[src/rtl/seven_seg_display_ctrl.sv]
// Registered driver for NUM_DIGITS active-low 7-segment digits with
// per-digit enable, blinking and circular scrolling of the captured values.
module seven_seg_display_ctrl #(
   parameter int unsigned NUM_DIGITS = 8,
   parameter int unsigned BLINK_DIV  = 25_000_000,
   parameter int unsigned SCROLL_DIV = 12_500_000
) (
   input  logic                         CLOCK_50_I,
   input  logic                         Reset,
   input  logic                         load_i,
   input  logic [NUM_DIGITS-1:0][4:0]   hex_values_i,
   input  logic [NUM_DIGITS-1:0]        blink_mask_i,
   input  logic                         scroll_en_i,
   output logic [NUM_DIGITS-1:0][6:0]   SEVEN_SEGMENT_N_O,
   output logic                         scroll_wrap_o
);

   localparam int unsigned BW = $clog2(BLINK_DIV);
   localparam int unsigned SW = $clog2(SCROLL_DIV);
   localparam int unsigned OW = (NUM_DIGITS > 1) ? $clog2(NUM_DIGITS) : 1;

   localparam logic [BW-1:0] BLINK_MAX  = BW'(BLINK_DIV - 1);
   localparam logic [SW-1:0] SCROLL_MAX = SW'(SCROLL_DIV - 1);
   localparam logic [OW-1:0] OFF_MAX    = OW'(NUM_DIGITS - 1);

   function automatic logic [6:0] hex2seg(input logic [3:0] h);
      logic [6:0] s;
      case (h)
         4'h0: s = 7'h40;
         4'h1: s = 7'h79;
         4'h2: s = 7'h24;
         4'h3: s = 7'h30;
         4'h4: s = 7'h19;
         4'h5: s = 7'h12;
         4'h6: s = 7'h02;
         4'h7: s = 7'h78;
         4'h8: s = 7'h00;
         4'h9: s = 7'h10;
         4'hA: s = 7'h08;
         4'hB: s = 7'h03;
         4'hC: s = 7'h46;
         4'hD: s = 7'h21;
         4'hE: s = 7'h06;
         default: s = 7'h0E;
      endcase
      return s;
   endfunction

   logic [NUM_DIGITS-1:0][4:0] val_q, val_d;
   logic [NUM_DIGITS-1:0]      mask_q, mask_d;
   logic [BW-1:0]              blink_cnt_q, blink_cnt_d;
   logic                       blink_phase_q, blink_phase_d;
   logic [SW-1:0]              scroll_cnt_q, scroll_cnt_d;
   logic [OW-1:0]              offset_q, offset_d;
   logic                       wrap_q, wrap_d;
   logic [NUM_DIGITS-1:0][6:0] seg_q, seg_d;

   // Load takes priority over both counters, so a load on a scroll wrap
   // restarts at offset 0 without a wrap pulse.
   always_comb begin
      val_d         = val_q;
      mask_d        = mask_q;
      blink_cnt_d   = blink_cnt_q;
      blink_phase_d = blink_phase_q;
      scroll_cnt_d  = scroll_cnt_q;
      offset_d      = offset_q;
      wrap_d        = 1'b0;
      if (load_i) begin
         val_d         = hex_values_i;
         mask_d        = blink_mask_i;
         blink_cnt_d   = '0;
         blink_phase_d = 1'b1;
         scroll_cnt_d  = '0;
         offset_d      = '0;
      end else begin
         if (blink_cnt_q == BLINK_MAX) begin
            blink_cnt_d   = '0;
            blink_phase_d = ~blink_phase_q;
         end else begin
            blink_cnt_d = blink_cnt_q + BW'(1);
         end
         if (!scroll_en_i) begin
            scroll_cnt_d = '0;
            offset_d     = '0;
         end else if (scroll_cnt_q == SCROLL_MAX) begin
            scroll_cnt_d = '0;
            if (offset_q == OFF_MAX) begin
               offset_d = '0;
               wrap_d   = 1'b1;
            end else begin
               offset_d = offset_q + OW'(1);
            end
         end else begin
            scroll_cnt_d = scroll_cnt_q + SW'(1);
         end
      end
   end

   genvar gi;
   generate
      for (gi = 0; gi < NUM_DIGITS; gi++) begin : g_digit
         logic [OW:0]   sum;
         logic [OW-1:0] src;
         logic [4:0]    ent;
         logic          blank;
         assign sum   = {1'b0, offset_q} + (OW+1)'(gi);
         assign src   = (sum >= (OW+1)'(NUM_DIGITS)) ? OW'(sum - (OW+1)'(NUM_DIGITS))
                                                     : sum[OW-1:0];
         assign ent   = val_q[src];
         assign blank = ~ent[4] | (mask_q[src] & ~blink_phase_q);
         assign seg_d[gi] = blank ? 7'h7F : hex2seg(ent[3:0]);
      end
   endgenerate

   always_ff @(posedge CLOCK_50_I) begin
      if (Reset) begin
         val_q         <= '0;
         mask_q        <= '0;
         blink_cnt_q   <= '0;
         blink_phase_q <= 1'b1;
         scroll_cnt_q  <= '0;
         offset_q      <= '0;
         wrap_q        <= 1'b0;
         seg_q         <= '1;
      end else begin
         val_q         <= val_d;
         mask_q        <= mask_d;
         blink_cnt_q   <= blink_cnt_d;
         blink_phase_q <= blink_phase_d;
         scroll_cnt_q  <= scroll_cnt_d;
         offset_q      <= offset_d;
         wrap_q        <= wrap_d;
         seg_q         <= seg_d;
      end
   end

   assign SEVEN_SEGMENT_N_O = seg_q;
   assign scroll_wrap_o     = wrap_q;

endmodule

[config.mk]
export PLATFORM = sky130hd
export DESIGN_NAME = seven_seg_display_ctrl
export DESIGN_NICKNAME = d
export VERILOG_FILES = /design/src/rtl/seven_seg_display_ctrl.sv
export SDC_FILE = /design/constraint.sdc
export NUM_CORES = 1
export LEC_CHECK = 0
export CELL_PAD_IN_SITES_DETAIL_PLACEMENT = 1
export CELL_PAD_IN_SITES_GLOBAL_PLACEMENT = 1
export CORE_ASPECT_RATIO = 0.9
export CORE_UTILIZATION = 49
export CTS_BUF_LIST = sky130_fd_sc_hd__clkbuf_4 sky130_fd_sc_hd__clkbuf_8
export CTS_CLUSTER_DIAMETER = 150
export DETAILED_ROUTE_END_ITERATION = 10
export PLACE_DENSITY_LB_ADDON = 0.1
export SYNTH_ARGS = -nofsm -noshare
export SYNTH_HDL_FRONTEND = slang
export SYNTH_SLANG_ARGS = --single-unit
[constraint.sdc]
create_clock -name CLOCK_50_I -period 9 [get_ports CLOCK_50_I]
set_input_delay 2.25 -clock CLOCK_50_I [delete_from_list [all_inputs] [get_ports CLOCK_50_I]]
set_output_delay 2.25 -clock CLOCK_50_I [all_outputs]
set_load 0.05 [all_outputs]
==> metrics, run 1 <==
number of post-CTS setup repair buffers=0; FF-to-FF Start=offset_q[0]; DRC violations left=0; hold path startpoint=scroll_cnt_q[0]; Setup crit end kind=flip-flop; post-synth top area share=32.7%; synth unique cells=72; Core Util, Final=57.8%; Core Area=0.0193 mm^2; initial antenna violation count=0; Top Ports=109; EDFF count, synth=0; Gates resized, CTS repair=0; cell accounting for the most synthesized area=dfxtp_1; Setup Total Neg Slack=0 ns; status=finished, final reports clean; initial DRC count=493; DPL Wire Length=18,000 um; H-Tree Level Count=4; kind of critical path=reg -> reg; dpl ws=4.45 ns; cell area after synthesis=0.00969 mm^2; number of hold buffers added after CTS=0; Post-Place Cells=1,288; Placer Congestion=0.866; most frequent cells in the layout=156 x dfxtp_1, 127 x nor2_1, 114 x mux2i_1; first-pass GRT wire length=40,000 um; RR Endpoint=SEVEN_SEGMENT_N_O[21]; post-synthesis sequential area ratio=32.7%; Net Count, Synth=1,086; via count=7,620; startpoint types=flip-flop; antenna cell count=0; number of synthesized register bits=158; clock skew=0.0187 ns; RSZ-0062 raised after global routing=no; flop-to-flop setup slack=4.42 ns; P_int=1.07 mW; CTS tree=done; WHS=0.476 ns; Tot GR Track Use=25.4%; largest net degree at the start of global routing=58; layout cells sized above 1=11.4%; number of fill cells=2,133; commonest non-fill, non-tap cell in the layout=dfxtp_1; Peak VDD IR=0.0000968 V; buffers added on ports=108; vias in the first global route=7,433; Multi-input gate area=0.00603 mm^2; Rel. slew slack=27.6%; clock power share=34.6%; root buffer cell=clkbuf_8; Post-synth top flop=dfxtp_1; Final Hold Viols=0; Psw=0.466 mW; Die X-Extent=150 um; Std-Cell Rows=48; top cells by area, synth=dfxtp_1 33%, mux2i_1 12%, mux4_2 7.4%; Sw Ratio=30.4%; r2r worst-path depth=12; Hold Path End=scroll_cnt_q[0]; P&R area growth vs syn=15.0%; clk_lat worst skew=0.47 ns; Area after DPL=0.0108 mm^2; WP data required=9.41 ns; final cell count without fillers=1,320; Yosys warning count=0; Post-DRT Antenna Nets=0; initial core utilization=50.2%; DIE AREA=0.0203 mm^2; Final Cycle Share=50.9%; gr ovfl total=0; Tot Pwr=1.54 mW; nets=1,163; Finish-stage setup viols=0; register area=0.00317 mm^2; DIE HEIGHT=135 um; power per cell area=138 mW/mm^2; WP data arrival=4.99 ns; wire per inst=18.8 um; setup ws final=4.42 ns; Hold Crit Depth=1; CP Max Fanout=53; vias per cell=5.77; P_leak=4.26 nW; # clock sinks=158; Hold Path Class=reg -> reg; First-pass DRT Iterations=6; syn_area_per_cell=9.88 um^2; clk slew on worst S/H paths=0.10 ns; Max Root-Sink Buffers=2; Total Wirelength=24,800 um; worst slew pin tran=1.06 ns; Num CTS Buffers=17; max-slew violations=0; combinational fraction of design power=16.7%; FFs w/ async S/R, synth=0%; final instance area=0.0111 mm^2; fmax=218 MHz; crit path time final=4.58 ns; max cap viols=0; Gate Count Post-Synth=980; Flop pwr share=48.7%
==> flip-flops by register name, summed over array words and instances, names as in the netlist <==
signal             cells
mask_q                 8
scroll_wrap_o          1
blink_cnt_q           25
SEVEN_SEGMENT_N_O     56
blink_phase_q          1
scroll_cnt_q          24
offset_q               3
val_q                 40
==> power by group through the flow <==
| stage | clock [mW] | sequential, mW | combinational (mW) |
|---|---|---|---|
| after floorplan | 0 | 0.784 | 0.147 |
| final | 0.531 | 0.748 | 0.257 |
| after global placement | 0 | 0.763 | 0.248 |
| after global routing | 0.582 | 0.751 | 0.278 |
| after detailed placement | 0 | 0.763 | 0.254 |
| after CTS | 0.553 | 0.747 | 0.257 |
==> cell usage after synthesis (all sizes together), types with 2 or more instances <==
| cell type | count |
|---|---|
| nor4 | 9 |
| inv | 35 |
| nand2 | 75 |
| dfxtp | 158 |
| buf | 41 |
| nor2b | 6 |
| a31oi | 3 |
| o22ai | 2 |
| o21ai | 26 |
| nor2 | 127 |
| mux4 | 40 |
| xor2 | 34 |
| nand3b | 5 |
| mux2 | 23 |
| nand4 | 14 |
| nand2b | 6 |
| o311ai | 5 |
| or2 | 3 |
| clkbuf | 14 |
| a211oi | 3 |
| and4 | 4 |
| o211ai | 10 |
| a21boi | 5 |
| a311oi | 2 |
| nor3b | 2 |
| a22o | 6 |
| and2 | 5 |
| a21oi | 23 |
| mux2i | 123 |
| o221ai | 24 |
| a21o | 2 |
| or3 | 4 |
| nand3 | 29 |
| xnor2 | 23 |
| nor3 | 11 |
| and3 | 7 |
| o21a | 2 |
| o211a | 2 |
| ha | 54 |
| a32oi | 3 |
==> cells by family after synthesis <==
logic type / Yosys count / share of synthesized area, %
adder cells (fa/ha/maj): 54 / 6.98
AO/OA/AOI/OAI: 122 / 8.86
multiplexers: 186 / 26.0
flip-flops: 158 / 32.7
AND/OR/NAND/NOR: 313 / 15.0
buffers and inverters: 90 / 5.10
XOR/XNOR: 57 / 5.43
==> area by class of cell <==
class / instances / area share (%)
inverter: 35 / 1.18
multi-input combinational: 732 / 54.2
clock buffer: 19 / 2.35
clock inverter: 13 / 1.15
sequential: 158 / 28.4
tap: 250 / 2.81
timing repair buffer: 113 / 9.95
==> critical path, cell delays in order, from the launching register on <==
cell,delay [ns]
dfxtp_2,0.32
buf_4,0.58
inv_2,0.31
ha_2,1.10
mux4_2,0.62
mux2_2,0.34
inv_1,0.13
ha_1,0.32
mux2i_1,0.11
and3_1,0.19
a311oi_1,0.24
a21oi_1,0.06
o21ai_0,0.18
==> routing by layer <==
metal / track usage (%) / routed length [um] / vias up
met1: 35.6 / 12200 / 3716
met3: 5.79 / 1280 / 26
met5: 0 / 0 / -
met4: 7.58 / 410 / 0
li1: - / - / 3693
met2: 38.8 / 10900 / 185
==> worst max path at each step <==
stage | to | depth (start not counted) | startpoint
6_report | SEVEN_SEGMENT_N_O[21] | 12 | offset_q[0]
4_1_cts | SEVEN_SEGMENT_N_O[21] | 12 | offset_q[0]
3_5_place_dp | SEVEN_SEGMENT_N_O[21] | 12 | offset_q[0]
5_1_grt | SEVEN_SEGMENT_N_O[21] | 12 | offset_q[0]
3_3_place_gp | SEVEN_SEGMENT_N_O[21] | 12 | offset_q[0]
2_1_floorplan | mask_q[0] | 5 | load_i
No activity file was read; power rests on OpenSTA's default activity.
==> run 2: changes to the inputs <==
Settings changed: CORE_UTILIZATION 49 to 46.
Clock period 9 ns to 4.41 ns, I/O delays scaled along.
==> run 2 against run 1 <==
Effect of this change: non-clock buffer count is 7 higher; power rose by 110%; sequential cell count unchanged; die area up 6.4%; clock power rose by 110%; combinational power rose by 100%; largest cell class unchanged.
==> metrics, run 2 (same netlist as run 1, synthesis figures left out) <==
layout cells sized above 1=12.0% (was 11.4%); Rel. slew slack=31.3% (was 27.6%); kind of critical path=reg -> reg (unchanged); Finish-stage setup viols=0 (unchanged); DIE AREA=0.0216 mm^2 (was 0.0203 mm^2); WP data arrival=3.99 ns (was 4.99 ns); Tot GR Track Use=24.4% (was 25.4%); final cell count without fillers=1,357 (was 1,320); Final Hold Viols=0 (unchanged); Die X-Extent=155 um (was 150 um); setup ws final=0.767 ns (was 4.42 ns); commonest non-fill, non-tap cell in the layout=dfxtp_1 (unchanged); Top Ports=109 (unchanged); RR Endpoint=SEVEN_SEGMENT_N_O[21] (unchanged); root buffer cell=clkbuf_8 (unchanged); max-slew violations=0 (unchanged); Largest register FFs=56 (unchanged); Hold Path Class=reg -> reg (unchanged); flop-to-flop setup slack=0.77 ns (was 4.42 ns); Num CTS Buffers=17 (unchanged); initial DRC count=390 (was 493); initial core utilization=47.7% (was 50.2%); Final Cycle Share=82.6% (was 50.9%); final instance area=0.0112 mm^2 (was 0.0111 mm^2); via count=7,738 (was 7,620); r2r worst-path depth=12 (unchanged); P_leak=4.30 nW (was 4.26 nW); worst slew pin tran=1.00 ns (was 1.06 ns); First-pass DRT Iterations=5 (was 6); max cap viols=0 (unchanged); Max Root-Sink Buffers=2 (unchanged); clk_lat worst skew=0.48 ns (was 0.47 ns); DRC violations left=0 (unchanged); DIE HEIGHT=140 um (was 135 um); antenna cell count=0 (unchanged); number of post-CTS setup repair buffers=0 (unchanged); crit path time final=3.64 ns (was 4.58 ns); first-pass GRT wire length=41,800 um (was 40,000 um); startpoint types=flip-flop (unchanged); Std-Cell Rows=49 (was 48); most frequent cells in the layout=156 x dfxtp_1, 127 x nor2_1, 114 x mux2i_1 (unchanged); status=finished, final reports clean (unchanged); Setup crit start=offset_q[1] (was offset_q[0]); WHS=0.482 ns (was 0.476 ns); nets=1,170 (was 1,163); fmax=275 MHz (was 218 MHz); P&R area growth vs syn=16.1% (was 15.0%); power per cell area=280 mW/mm^2 (was 138 mW/mm^2); largest net degree at the start of global routing=57 (was 58); initial antenna violation count=0 (unchanged); DPL Wire Length=18,900 um (was 18,000 um); WP data required=4.76 ns (was 9.41 ns); H-Tree Level Count=4 (unchanged); Post-DRT Antenna Nets=0 (unchanged); dpl ws=0.778 ns (was 4.45 ns); Setup Total Neg Slack=0 ns (unchanged); RSZ-0062 raised after global routing=no (unchanged); Total Wirelength=25,800 um (was 24,800 um); wire per inst=19.0 um (was 18.8 um); number of hold buffers added after CTS=0 (unchanged); Peak VDD IR=0.000182 V (was 0.0000968 V); Core Area=0.0203 mm^2 (was 0.0193 mm^2); buffers added on ports=108 (unchanged); Setup crit end kind=flip-flop (unchanged); # clock sinks=158 (unchanged); Post-Place Cells=1,325 (was 1,288); FF-to-FF Start=offset_q[1] (was offset_q[0]); Worst Setup EP=SEVEN_SEGMENT_N_O[21] (unchanged); clk slew on worst S/H paths=0.10 ns (about the same); CP Max Fanout=24 (was 53); clock skew=0.0201 ns (was 0.0187 ns); vias per cell=5.70 (was 5.77); Gates resized, CTS repair=0 (unchanged); CTS tree=done (unchanged); vias in the first global route=7,867 (was 7,433); Area after DPL=0.0108 mm^2 (about the same); Placer Congestion=0.800 (was 0.866); gr ovfl total=0 (unchanged)
## run 2: cell type report
| cell class | instances | area (um^2) |
|---|---|---|
| clock buffer | 17 | 234 |
| clock inverter | 15 | 166 |
| fill | 2245 | 9050 |
| inverter | 35 | 131 |
| multi-input combinational | 732 | 6030 |
| sequential | 158 | 3170 |
| tap | 280 | 350 |
| timing repair buffer | 120 | 1160 |
## run 2: how the worst min path moves through the flow
stage,from,to,slack [ns],cells past startpoint
2_1_floorplan,scroll_cnt_q[0],scroll_cnt_q[0],0.43,1
3_3_place_gp,scroll_cnt_q[0],scroll_cnt_q[0],0.45,1
3_5_place_dp,scroll_cnt_q[0],scroll_cnt_q[0],0.47,1
4_1_cts,scroll_cnt_q[0],scroll_cnt_q[0],0.49,1
5_1_grt,scroll_cnt_q[0],scroll_cnt_q[0],0.52,1
6_report,scroll_cnt_q[0],scroll_cnt_q[0],0.48,1
## run 2: per-layer routing
| metal | routed length, um | global-route usage, % | up-vias |
|---|---|---|---|
| li1 | - | - | 3688 |
| met4 | 303 | 6.20 | 0 |
| met1 | 12200 | 33.9 | 3818 |
| met3 | 1350 | 4.48 | 27 |
| met5 | 0 | 0 | - |
| met2 | 11900 | 39.0 | 205 |
## run 2: critical path, stage by stage, from the launching register on
cell	delay (ns)
dfxtp_2	0.54
inv_1	0.14
ha_2	0.60
buf_4	0.37
mux4_2	0.61
mux2i_4	0.26
inv_1	0.11
ha_1	0.29
mux2i_1	0.15
and3_1	0.17
a311oi_1	0.05
a21oi_1	0.14
o21ai_0	0.09
## run 2: where the power goes
group          switching [mW]  internal [mW]
combinational           0.298          0.225
clock                   0.665          0.432
sequential             0.0583           1.47
total                    1.02           2.13
## run 2: metrics by stage
step | util [%] | total power [mW]
3_5_place_dp | 53.4 | 2.08
4_1_cts | 55.4 | 3.19
3_3_place_gp | 53.4 | 2.07
6_report | 55.4 | 3.15
5_1_grt | 55.4 | 3.30
2_1_floorplan | - | 1.90
